File: config.mk
export PLATFORM = sky130hd
export DESIGN_NAME = prefix_adder4bit
export DESIGN_NICKNAME = d
export VERILOG_FILES = /design/src/rtl/prefix_adder4bit.sv
export SDC_FILE = /design/constraint.sdc
export NUM_CORES = 1
export LEC_CHECK = 0
export BUFFER_PORTS_ARGS = -buffer_cell sky130_fd_sc_hd__buf_2
export CAP_MARGIN = 10
export CORE_AREA = 2 2 39 41
export CTS_CLUSTER_SIZE = 12
export DETAILED_ROUTE_END_ITERATION = 7
export DIE_AREA = 0 0 41 43
export GPL_TIMING_DRIVEN = 0
export PLACE_DENSITY_LB_ADDON = 0.2
export SLEW_MARGIN = 20
export SYNTH_ARGS = -nofsm -noshare
export SYNTH_HDL_FRONTEND = slang
export SYNTH_SLANG_ARGS = --single-unit
File: constraint.sdc
create_clock -name clk -period 0.8 [get_ports clk]
set_input_delay 0.08 -clock clk [delete_from_list [all_inputs] [get_ports clk]]
set_output_delay 0.08 -clock clk [all_outputs]
set_load 0.02 [all_outputs]
File: src/rtl/prefix_adder4bit.sv
// prefix_adder4bit: 4-bit Kogge-Stone adder with carry-in and registered sum/carry-out

// black_cell: full prefix operator, combines group generate and propagate
module black_cell (
  input  logic gh,
  input  logic ph,
  input  logic gl,
  input  logic pl,
  output logic g,
  output logic p
);
  assign g = gh | (ph & gl);
  assign p = ph & pl;
endmodule

// gray_cell: generate-only prefix operator for spans that reach the carry-in
module gray_cell (
  input  logic gh,
  input  logic ph,
  input  logic gl,
  output logic g
);
  assign g = gh | (ph & gl);
endmodule

module prefix_adder4bit (
  input  logic       clk,
  input  logic       rst_n,
  input  logic [3:0] a,
  input  logic [3:0] b,
  input  logic       cin,
  output logic [3:0] sum,
  output logic       carry
);
  // Index k of each level vector holds bit position k-1, so index 0 is the carry-in
  logic [4:0] gv [4];
  logic [4:0] pv [4];
  logic [3:0] p;
  logic [4:0] res;
  assign p = a ^ b;
  assign gv[0] = {a & b, cin};
  assign pv[0] = {p, 1'b0};
  genvar l, k;
  generate
    for (l = 0; l < 3; l++) begin : g_lvl
      for (k = 0; k < 5; k++) begin : g_node
        if (k < (1 << l)) begin : g_pass
          assign gv[l+1][k] = gv[l][k];
          assign pv[l+1][k] = pv[l][k];
        end else if (k - (1 << l) < (1 << l)) begin : g_gray
          // Partner span already reaches the carry-in, so only G is needed
          gray_cell u_gray (
            .gh(gv[l][k]),
            .ph(pv[l][k]),
            .gl(gv[l][k-(1<<l)]),
            .g (gv[l+1][k])
          );
          assign pv[l+1][k] = 1'b0;
        end else begin : g_black
          black_cell u_black (
            .gh(gv[l][k]),
            .ph(pv[l][k]),
            .gl(gv[l][k-(1<<l)]),
            .pl(pv[l][k-(1<<l)]),
            .g (gv[l+1][k]),
            .p (pv[l+1][k])
          );
        end
      end
    end
  endgenerate
  assign res = {gv[3][4], p ^ gv[3][3:0]};
  // Output register stage; reset clears results immediately
  always_ff @(posedge clk or negedge rst_n)
    if (!rst_n) {carry, sum} <= 5'h00;
    else {carry, sum} <= res;
endmodule

# Word level (Yosys, flattened, before mapping)
# Index checks and enable logic that the tools add are counted.
# totals
ff_bits,5
inputBits,11
output_inout_bits,5
word_cells,25
# op_classes
bitwise,23
# ops
op,count
1-bit AND,12
1-bit bitwise OR,8
4-bit XOR,2
4-bit AND,1

# Longest topological paths before layout
# depth
ltp_word,6
mapped_depth,4
ltp_nobuf,4

# Modules after synthesis
# From an unflattened synthesis, not the netlist that was laid out.
# hier_totals
cells_unflattened,25
area_unflattened_um2,300.3
# by_module_without_submodules
mod,n_inst,cells_per_inst,area_per_inst_um2
prefix_adder4bit,1,13,210.2
black_cell,4,2,15.0
gray_cell,4,1,7.5

# Worst setup path before layout
# Ideal clock, no wire load.
# synth_timing
kind,input port to flip-flop
start,in a[0]
end,reg sum[3]
setup_time_ns,0.080
t_arrival_ns,0.955
required_ns,0.720
setup_slack_ns,-0.235
stages,4
path_buffers,0
path_cell_list,fa_1 -> a21o_1 -> a21oi_1 -> xnor2_1
# synth_via
elab_chain_len,6
word_cells_on_any_way,7
# synth_lines
element,line,rtl
from (decl),29,"input logic [3:0] a,"
4-bit XOR,40,assign p = a ^ b;
1-bit AND,23,assign g = gh | (ph & gl);
1-bit bitwise OR *,23,
1-bit AND *,23,
1-bit bitwise OR *,23,
4-bit XOR *,72,"assign res = {gv[3][4], p ^ gv[3][3:0]};"
via res[3],39,logic [4:0] res;
to (signal assigned),76,"else {carry, sum} <= res;"
to (decl),32,"output logic [3:0] sum,"
# Mark *: on every way through the listed nets, which the timed path passes. The rest lies on a longest branch.

# Worst setup path after layout
# layout_timing
start,in cin
end,reg sum[3]
# layout_via
elab_chain_len,5
# layout_lines
element,line,rtl
from (decl),31,"input logic cin,"
1-bit AND,23,
1-bit bitwise OR,23,
1-bit AND,23,
1-bit bitwise OR,23,
4-bit XOR,72,
via res[3],39,
# The timed path passes the listed nets, and every way through them passes these cells.

==> summary.txt <==
Status
  – Status: finished with violations
  – Failing checks: negative setup slack

Place
  – Dpl cells: 52
  – Port Buffers: 15
  – RD Place Congestion: between 0.6 and 0.7
  – Pre-CTS WS: -0.375 ns
  – Placed Area: slightly below 400 µm²

STA
  – Slew @ Worst Pin: 0.184 ns
  – Slew headroom: ~90%
  – Final Slew Violations: 0
  – Max frequency: 1180 MHz
  – Crit share post-route: 106%
  – Hold Violations, Final: 0
  – Final WS setup: -0.0484 ns
  – Minimum clock period: 0.848 ns
  – RSZ-0062 raised after global routing: yes
  – Setup TNS: -0.121 ns
  – Setup Viol. Count Final: 7

Yosys
  – Flops & latches, synth: 5
  – EDFF count, synth: 0
  – Fraction of the yosys area taken by sequential cells: 46.1%
  – Top post-synthesis cells by area: dfrtp_1 46%, ha_1 18%, fa_1 7.4%, xnor2_1 6.5%, a21oi_1 3.7%
  – Post-synth top flop: dfrtp_1
  – Mapped Area: ~270 µm²
  – Post-synth top area share: 46.1%
  – Post-synth cell types: 11
  – Post-synth top area cell: dfrtp_1
  – Post-synth ARST share: 100%
  – Synth Instances: 21
  – Most frequent cells after synthesis: 5 x dfrtp_1, 4 x ha_1, 2 x a21oi_1, 2 x nor2_1, 2 x xnor2_1
  – Count leader, synth: dfrtp_1
  – Warnings, synthesis: 0
  – Avg Inst Size Synth: 12.9 µm²
  – Syn_nets: 37

Final layout
  – Multi-input gate area: 178 µm²
  – Fillers: 143
  – Final #Nets: 60
  – Area growth syn-to-layout: 85.3%
  – FF+latch area: 125 µm²
  – Share of post-route cells with drive strength above 1: roughly three fifths
  – Final Core Density: a little over a third
  – Final cell count without fillers: 59
  – Ant. Diodes: 0
  – Post-route cell area: 503 µm²

Die
  – Die height: ~43 µm
  – Core region area: 1380 µm²
  – Core Rows: 14
  – Die width: 41 µm
  – Die Area: 1760 µm²
  – I/O pin count: 16
  – Initial Utilization: 19.6%

Worst setup path
  – CP max FO: 2
  – Setup crit end kind: register
  – Startpoint Class: input port
  – Crit path from: cin
  – CP arrival: 1.01 ns
  – Req. time, crit path: 0.96 ns
  – CP Class: input port to register

CTS
  – Worst-path clk slew: 0.04 ns
  – CTS tree: yes
  – Cts bufs inserted: 3
  – Clock sink count: 5
  – Buffer depth of the longest clock path: 2
  – Root Driver: clkbuf_4
  – H-tree levels: 1

Flow run
  – Max Cap Viol: 0

Routing
  – Via density per instance: 4.03
  – Antenna viol nets, final: 0
  – Routed len/inst: 9.31 µm
  – # DRC: 0
  – Vias: 238
  – Post-Route WL: 549 µm
  – Iteration-0 DRC Markers: 0
  – First-pass DRT Iterations: 1

Global routing
  – GRT Resource Usage Total: 8.87%
  – Initial antenna violation count: 0
  – First-pass GRT wire length: 972 µm
  – Vias in the first global route: 270
  – GRT overflow: 0
  – Largest net degree at the start of global routing: 6

Pwr
  – Worst vdd ir: 532 µV
  – Psw: 270 µW
  – Sw Ratio: 28.5%
  – P_int: 678 µW
  – Pleak: 0.000235 µW
  – Logic pwr share: 35.9%
  – PD cells: 1880 nW/µm²
  – Clock network power share: a little under a third
  – Power share of the sequential group: about a third

Min path
  – Worst min path class: input port to register
  – Min-delay src: cin
metrics by stage:
step	power, µW	hold slack (ns)
after detailed placement	567	-0.106
after global routing	1010	0.129
after global placement	562	-0.107
after CTS	956	0.124
after floorplan	472	-0.216
final	948	0.136
layout make-up:
cell class                 count  area share, %
timing repair buffer          18           30.6
tap                           16           3.98
clock buffer                   4           5.22
multi-input combinational     16           35.3
sequential                     5           24.9
flip-flops by register name (all words and copies together) (netlist names):
| name | cells |
|---|---|
| carry | 1 |
| sum | 4 |
critical path, cell delays in order:
cell and delay (ns):
buf_8 0.10, fa_2 0.37, a21o_1 0.17, a21oi_2 0.15, xnor2_1 0.13
cell families after synthesis:
| kind of cell | after synthesis | share of synthesized area [%] |
|---|---|---|
| AOI/OAI and AO/OA | 6 | 15.7 |
| DFF | 5 | 46.1 |
| and+or+nand+nor | 2 | 2.77 |
| xor gates and xnor gates | 3 | 9.68 |
| adders and majority gates | 5 | 25.8 |
placed cells by master (no fill, tap or decap), drive strengths merged:
master	n
a21oi	2
fa	1
buf	17
a21o	1
o211ai	1
xnor2	2
clkbuf	4
ha	4
dlygate4sd3	1
xor2	1
nor2	2
a211o	1
o21ai	1
dfrtp	5
what timing repair did:
| action | CTS | global route |
|---|---|---|
| pin swaps | 4 | 6 |
| gates resized for setup | 13 | 4 |
| hold buffers | 1 | 0 |
| buffers inserted | 2 | 0 |
| endpoints found under the setup margin | 6 | 7 |
| hold endpoints to repair | 5 | 0 |
layer usage:
layer	vias up	share of wire (%)	track usage (%)
met5	-	0	0
met4	0	0	12.0
met3	0	7.3	1.57
met2	9	59	14.1
met1	110	33	7.17
li1	119	-	-
final timing paths:
kind                           to  slack [ns]  cells past startpoint
max in group asynchronous  sum[0]        0.48                      2
worst min-delay path       sum[0]        0.14                      2
min in group asynchronous  sum[2]        0.19                      2
worst max-delay path       sum[3]       -0.05                      5
power by group through the flow:
stage               logic (µW)  registers, µW  clock network [µW]
detailed placement         256            311                   0
finish                     341            318                 289
CTS                        327            319                 310
global route               377            322                 316
global placement           253            309                   0
floorplan                 97.1            375                   0
(Power assumes the default switching activity.)
